File: src/rtl/inst_fetch_pkg.sv
// Shared bus-width defines, FSM encodings and buffer entry type for the instruction fetch unit.
`ifndef INST_FETCH_DEFINES
`define INST_FETCH_DEFINES
`define InstAddrBus 31:0
`define InstBus     31:0
`define ZeroWord    32'h0000_0000
`define Enable      1'b1
`endif

package inst_fetch_pkg;

  localparam logic [1:0] S_BOOT    = 2'd0;
  localparam logic [1:0] S_REQ     = 2'd1;
  localparam logic [1:0] S_BLOCK   = 2'd2;
  localparam logic [1:0] S_DISCARD = 2'd3;

  typedef enum logic [1:0] {
    BOOT    = S_BOOT,
    REQ     = S_REQ,
    BLOCK   = S_BLOCK,
    DISCARD = S_DISCARD
  } fetch_state_e;

  typedef struct packed {
    logic [`InstAddrBus] pc;
    logic [`InstBus]     inst;
  } fetch_entry_t;

  // Sequential fetch step; wraps naturally at the top of the address space.
  function automatic logic [`InstAddrBus] next_pc(input logic [`InstAddrBus] pc);
    return pc + 32'd4;
  endfunction

endpackage

File: src/rtl/inst_fetch_buf.sv
// Two-entry response buffer: the output slot seen by decode plus one skid entry
// that absorbs a response arriving while decode is stalled.
module fetch_buf
  import inst_fetch_pkg::*;
(
  input  logic                clk,
  input  logic                rst,
  input  logic                i_stall,
  input  logic                i_flush,
  input  logic                i_in_valid,
  input  logic [`InstAddrBus] i_in_pc,
  input  logic [`InstBus]     i_in_inst,
  output logic [`InstAddrBus] o_if_pc,
  output logic [`InstBus]     o_if_inst,
  output logic                o_if_valid,
  output logic                o_skid_valid_nxt
);

  fetch_entry_t r_slot;
  fetch_entry_t r_skid;
  fetch_entry_t w_in;
  logic         r_slot_valid;
  logic         r_skid_valid;
  logic         w_skid_valid_nxt;

  assign w_in = '{pc: i_in_pc, inst: i_in_inst};

  // Exposed so the fetch FSM can stop issuing before the skid overflows.
  always_comb begin
    w_skid_valid_nxt = 1'b0;
    if (i_flush)
      w_skid_valid_nxt = 1'b0;
    else if (!i_stall)
      w_skid_valid_nxt = r_skid_valid & i_in_valid;
    else if (r_slot_valid)
      w_skid_valid_nxt = r_skid_valid | i_in_valid;
    else
      w_skid_valid_nxt = r_skid_valid;
  end

  always_ff @(posedge clk) begin
    if (rst) begin
      r_slot       <= '{pc: `ZeroWord, inst: `ZeroWord};
      r_skid       <= '{pc: `ZeroWord, inst: `ZeroWord};
      r_slot_valid <= 1'b0;
      r_skid_valid <= 1'b0;
    end else begin
      r_skid_valid <= w_skid_valid_nxt;
      if (i_flush) begin
        r_slot_valid <= 1'b0;
      end else if (!i_stall) begin
        if (r_skid_valid) begin
          r_slot       <= r_skid;
          r_slot_valid <= 1'b1;
          if (i_in_valid)
            r_skid <= w_in;
        end else if (i_in_valid) begin
          r_slot       <= w_in;
          r_slot_valid <= 1'b1;
        end else begin
          r_slot_valid <= 1'b0;
        end
      end else begin
        if (!r_slot_valid && i_in_valid) begin
          r_slot       <= w_in;
          r_slot_valid <= 1'b1;
        end else if (r_slot_valid && i_in_valid) begin
          r_skid <= w_in;
        end
      end
    end
  end

  assign o_if_pc          = r_slot.pc;
  assign o_if_inst        = r_slot.inst;
  assign o_if_valid       = r_slot_valid;
  assign o_skid_valid_nxt = w_skid_valid_nxt;

endmodule

File: src/rtl/inst_fetch.sv
// Instruction fetch: single-outstanding memory requester with branch redirect,
// wrong-path response discard and backpressure via the fetch_buf slot/skid pair.
module inst_fetch
  import inst_fetch_pkg::*;
#(
  parameter logic [`InstAddrBus] RESET_PC = 32'h0000_0000
) (
  input  logic                clk,
  input  logic                rst,
  input  logic                stall,
  input  logic                branch_flag,
  input  logic [`InstAddrBus] branch_target,
  output logic                mem_req,
  output logic [`InstAddrBus] mem_addr,
  input  logic                mem_ack,
  input  logic [`InstBus]     mem_rdata,
  output logic [`InstAddrBus] if_pc,
  output logic [`InstBus]     if_inst,
  output logic                if_valid
);

  fetch_state_e        r_state;
  fetch_state_e        w_state_nxt;
  logic [`InstAddrBus] r_pc;
  logic [`InstAddrBus] r_req_addr;
  logic [`InstAddrBus] w_issue_addr;
  logic                w_issue;
  logic                w_redirect;
  logic                w_mem_req;
  logic                w_flush;
  logic                w_deliver;
  logic                w_skid_full_nxt;

  assign w_flush   = branch_flag && (r_state != BOOT);
  assign w_deliver = (r_state == REQ) && (mem_ack == `Enable) && !branch_flag;

  always_ff @(posedge clk) begin
    if (rst)
      r_state <= BOOT;
    else
      r_state <= w_state_nxt;
  end

  always_comb begin
    w_state_nxt = r_state;
    case (r_state)
      BOOT:    w_state_nxt = REQ;
      REQ: begin
        if (mem_ack && branch_flag)
          w_state_nxt = REQ;
        else if (mem_ack)
          w_state_nxt = w_skid_full_nxt ? BLOCK : REQ;
        else if (branch_flag)
          w_state_nxt = DISCARD;
      end
      DISCARD: if (mem_ack) w_state_nxt = REQ;
      BLOCK:   if (branch_flag || !stall) w_state_nxt = REQ;
      default: w_state_nxt = BOOT;
    endcase
  end

  // A redirect without an issue only retargets pc; the stale request keeps running.
  always_comb begin
    w_mem_req    = 1'b0;
    w_issue      = 1'b0;
    w_redirect   = 1'b0;
    w_issue_addr = r_pc;
    case (r_state)
      BOOT: w_issue = 1'b1;
      REQ: begin
        w_mem_req = `Enable;
        if (mem_ack && branch_flag) begin
          w_issue      = 1'b1;
          w_issue_addr = branch_target;
        end else if (mem_ack) begin
          w_issue = !w_skid_full_nxt;
        end else if (branch_flag) begin
          w_redirect = 1'b1;
        end
      end
      DISCARD: begin
        w_mem_req = `Enable;
        if (mem_ack) begin
          w_issue = 1'b1;
          if (branch_flag)
            w_issue_addr = branch_target;
        end else if (branch_flag) begin
          w_redirect = 1'b1;
        end
      end
      BLOCK: begin
        if (branch_flag) begin
          w_issue      = 1'b1;
          w_issue_addr = branch_target;
        end else if (!stall) begin
          w_issue = 1'b1;
        end
      end
      default: w_issue = 1'b0;
    endcase
  end

  always_ff @(posedge clk) begin
    if (rst) begin
      r_pc       <= RESET_PC;
      r_req_addr <= `ZeroWord;
    end else if (w_issue) begin
      r_req_addr <= w_issue_addr;
      r_pc       <= next_pc(w_issue_addr);
    end else if (w_redirect) begin
      r_pc <= branch_target;
    end
  end

  assign mem_req  = w_mem_req && !rst;
  assign mem_addr = r_req_addr;

  fetch_buf u_buf (
    .clk              (clk),
    .rst              (rst),
    .i_stall          (stall),
    .i_flush          (w_flush),
    .i_in_valid       (w_deliver),
    .i_in_pc          (r_req_addr),
    .i_in_inst        (mem_rdata),
    .o_if_pc          (if_pc),
    .o_if_inst        (if_inst),
    .o_if_valid       (if_valid),
    .o_skid_valid_nxt (w_skid_full_nxt)
  );

endmodule

File: config.mk
export PLATFORM = sky130hd
export DESIGN_NAME = inst_fetch
export DESIGN_NICKNAME = d
export VERILOG_FILES = /design/src/rtl/inst_fetch_pkg.sv /design/src/rtl/inst_fetch_buf.sv /design/src/rtl/inst_fetch.sv
export SDC_FILE = /design/constraint.sdc
export NUM_CORES = 1
export LEC_CHECK = 0
export BUFFER_PORTS_ARGS = -buffer_cell sky130_fd_sc_hd__buf_2
export CAP_MARGIN = 30
export CORE_MARGIN = 3
export CORE_UTILIZATION = 25
export DETAILED_ROUTE_END_ITERATION = 8
export PLACE_DENSITY_LB_ADDON = 0.3
export SYNTH_ARGS = -nofsm -noshare
export SYNTH_HDL_FRONTEND = slang
export SYNTH_SLANG_ARGS = --single-unit
export TNS_END_PERCENT = 10
File: constraint.sdc
create_clock -name clk -period 7.9 [get_ports clk]
set_input_delay 1.58 -clock clk [delete_from_list [all_inputs] [get_ports clk]]
set_output_delay 1.58 -clock clk [all_outputs]
set_load 0.005 [all_outputs]
==> impl_metrics.sql <==
INSERT INTO impl_metrics (metric_group, metric, value, unit) VALUES
('run_status', 'run_status', 'finished clean', ''),
('drt', 'drt-initial-drc-count', '546', ''),
('floorplan', 'dieArea', '0.0399', 'sq mm'),
('timing', 'fin_skew', '0.0197', 'ns'),
('timing', 'maximum_frequency_from_static_timing_analysis', '211', 'MHz'),
('placed_design', 'place_hpwl', '21600', 'um'),
('final_layout', 'post_route_utilization', '30.5', '%'),
('timing', 'finalHoldViolations', '0', ''),
('setup_path', 'crit_start', 'branch_flag', ''),
('clocking', 'cts_tree', 'yes', ''),
('power_and_ir_drop', 'power_per_cell_area', '206', 'mW/mm^2'),
('timing', 'final-setup-viol-count', '0', ''),
('synthesis', 'synth_top_area_share', '41.8', '%'),
('clocking', 'cts_htree_levels', '4', ''),
('setup_path', 'internal_reg_to_reg_setup_slack', '3.88', 'ns'),
('placed_design', 'place.gp.congestion', '0.861', ''),
('hold_path', 'hold_path.class', 'reg -> reg', ''),
('synthesis', 'ys.flop_type', 'sky130_fd_sc_hd__dfxtp_1', ''),
('timing', 'final-max-slew-violation-count', '0', ''),
('synthesis', 'synth.distinct_cells', '67', ''),
('clocking', 'hold_buffers', '0', ''),
('drt', 'avgViaCountPerCell', '5.05', ''),
('global_route', 'pin_count_of_the_biggest_net_entering_global_routing', '82', ''),
('timing', 'final_period_minus_worst_setup_slack', '4.74', 'ns'),
('setup_path', 'r2r_start', 'r_state[0]', ''),
('floorplan', 'die-width', '200', 'um'),
('setup_path', 'timing.critical_path.arrival', '5.03', 'ns'),
('setup_path', 'end_kind', 'flip-flop', ''),
('synthesis', 'synth.top_cells.by_area', 'sky130_fd_sc_hd__dfxtp_1 42%, sky130_fd_sc_hd__nand2_1 8.9%, sky130_fd_sc_hd__mux2i_1 8.0%', ''),
('global_route', 'grt_usage', '15.1', '%'),
('clocking', 'cts_root_buffer', 'sky130_fd_sc_hd__clkbuf_16', ''),
('final_layout', 'layout.cells.most_common_list', '223 x sky130_fd_sc_hd__nand2_1, 196 x sky130_fd_sc_hd__dfxtp_1, 165 x sky130_fd_sc_hd__buf_2', ''),
('drt', 'post_drt_wl_per_cell', '18.0', 'um'),
('timing', 'final.hold.worst_slack', '0.453', 'ns'),
('global_route', 'grt_pass1_vias', '8028', ''),
('setup_path', 'worst-endpoint-required', '8.20', 'ns'),
('setup_path', 'rr_endpoint', 'r_pc[20]', ''),
('timing', 'slew_headroom', '43.5', '%'),
('clocking', 'post_cts_setup_buffer_count', '0', ''),
('final_layout', 'syn2layout_area_growth', '19.4', '%'),
('floorplan', 'core.rowCount', '70', ''),
('synthesis', 'synthesis.nets', '1217', ''),
('global_route', 'antenna_found_initial', '7', ''),
('synthesis', 'post-synth-top-area-cell', 'sky130_fd_sc_hd__dfxtp_1', ''),
('clocking', 'clkLatencyLatePin', '0.45', 'ns'),
('synthesis', 'synth.avg_cell_area', '8.19', 'sq um'),
('timing', 'rsz0062_at_grt', 'no', ''),
('floorplan', 'coreArea', '0.0368', 'sq mm'),
('synthesis', 'postSynth.asyncResetShare', '0', '%'),
('synthesis', 'synth_enable_flop_cells', '0', ''),
('final_layout', 'layout.cells.most_common', 'sky130_fd_sc_hd__nand2_1', ''),
('drt', 'detailedRoute.firstPassIterationCount', '5', ''),
('synthesis', 'syn-instance-count', '1147', ''),
('job', 'maxCapViolations', '0', ''),
('setup_path', 'worst-setup-path-type', 'in -> reg', ''),
('floorplan', 'start_util', '25.5', '%'),
('clocking', 'numCtsBuffers', '17', ''),
('synthesis', 'synth-seq-cells', '196', ''),
('global_route', 'wire_length_of_the_first_global_routing_pass', '47500', 'um'),
('setup_path', 'worst_r2r_path_depth', '12', ''),
('clocking', 'clkTransAtPathRegs', '0.08', 'ns'),
('clocking', 'cts-resized-gates', '0', ''),
('timing', 'max_slew.worst_pin.slew', '0.848', 'ns'),
('setup_path', 'critPathLaunchType', 'input pin', ''),
('power_and_ir_drop', 'max-vdd-ir-drop', '0.163', 'mV'),
('clocking', 'cts_num_sinks', '196', ''),
('setup_path', 'critical_path_peak_fanout', '60', ''),
('floorplan', 'num_io_pins', '167', ''),
('synthesis', 'netlist_area_before_placement', '0.00939', 'sq mm'),
('timing', 'setup-tns-final', '0', 'ns'),
('final_layout', 'final_net_count', '1323', '');
## state kept, by name (all words and copies together) (netlist names)
| name | flops |
|---|---|
| u_buf.r_skid | 64 |
| u_buf.o_if_inst | 32 |
| u_buf.o_if_valid | 1 |
| r_pc | 32 |
| u_buf.o_if_pc | 32 |
| mem_addr | 32 |
| r_state | 2 |
| u_buf.r_skid_valid | 1 |
## cells by family (layout without fill, tap and decap cells)
logic type	after synthesis	after routing	share of synthesized area, %
other	0	1	0
AOI/OAI and AO/OA	294	294	21.9
buffers and inverters	102	221	4.68
DFF	196	196	41.8
and+or+nand+nor	456	456	21.2
muxes	79	79	8.54
adders and majority gates	1	1	0.133
xor gates and xnor gates	19	19	1.77
## metrics by stage
stage | worst slack [ns] | instances | cell area, sq um | power (mW)
after floorplan | 3.91 | 1147 | 9390 | 1.28
final | 3.16 | 1735 | 11200 | 2.31
after global placement | 2.75 | 1700 | 10600 | 1.41
after CTS | 3.21 | 1733 | 11200 | 2.34
after detailed placement | 2.73 | 1701 | 10600 | 1.41
after global routing | 2.85 | 1734 | 11200 | 2.42
## where the power goes
part | internal, mW | leakage, nW | switching, mW
logic | 0.116 | 2.55 | 0.183
clock network | 0.496 | 0.302 | 0.423
registers | 1.04 | 1.60 | 0.0495
## synthesized netlist by cell type (all sizes together), types with 4 or more instances
cell and n:
xnor2 19, nor3b 4, buf 38, inv 9
nor3 20, a221oi 8, nor2b 4, a311oi 22
and3 6, mux2i 76, nor4 13, o21ai 21
a31oi 7, nor2 137, and2 4, o22ai 4
nand4 6, or3 4, o31ai 4, a2111oi 10
dfxtp 196, a31o 7, nand3 23, a211oi 77
nand2 223, clkbuf 55, a32oi 4, a21oi 111
## routing by layer
| metal | routed length, um | track usage [%] |
|---|---|---|
| met1 | 14700 | 20.9 |
| met5 | 85 | 0 |
| met2 | 13500 | 22.6 |
| met3 | 2420 | 4.87 |
| met4 | 503 | 4.24 |
## how the worst min path moves through the flow
stage	startpoint	to	slack, ns	cells after the start
final	u_buf.r_skid[33]	u_buf.r_skid[33]	0.45	2
after global routing	u_buf.r_skid[11]	u_buf.r_skid[11]	0.47	2
after CTS	u_buf.r_skid[15]	u_buf.r_skid[15]	0.46	2
after detailed placement	u_buf.r_skid[15]	u_buf.r_skid[15]	0.45	2
after global placement	u_buf.r_skid[11]	u_buf.r_skid[11]	0.44	2
after floorplan	u_buf.r_skid[0]	u_buf.r_skid[0]	0.44	2
## area by class of cell
type | instances | area (sq um)
diodes | 1 | 2.50
fillers | 3950 | 25600
flip-flops and latches | 196 | 3920
well taps | 468 | 586
multi-input cells | 849 | 5090
inverters | 9 | 33.8
clock inverters | 13 | 169
clock buffers | 19 | 453
repair buffers | 180 | 957
## worst max-delay path, cell delays in order
cell	delay [ns]
sky130_fd_sc_hd__buf_2	0.36
sky130_fd_sc_hd__inv_1	0.31
sky130_fd_sc_hd__nor2_4	0.18
sky130_fd_sc_hd__buf_4	0.62
sky130_fd_sc_hd__nand2_1	0.11
sky130_fd_sc_hd__nand2_1	0.11
sky130_fd_sc_hd__ha_1	0.48
sky130_fd_sc_hd__inv_1	0.19
sky130_fd_sc_hd__nor2_1	0.16
sky130_fd_sc_hd__a32oi_2	0.23
sky130_fd_sc_hd__or3_1	0.43
sky130_fd_sc_hd__a21oi_1	0.19
sky130_fd_sc_hd__a2111oi_2	0.07
No activity file was read; power rests on OpenSTA's default activity.
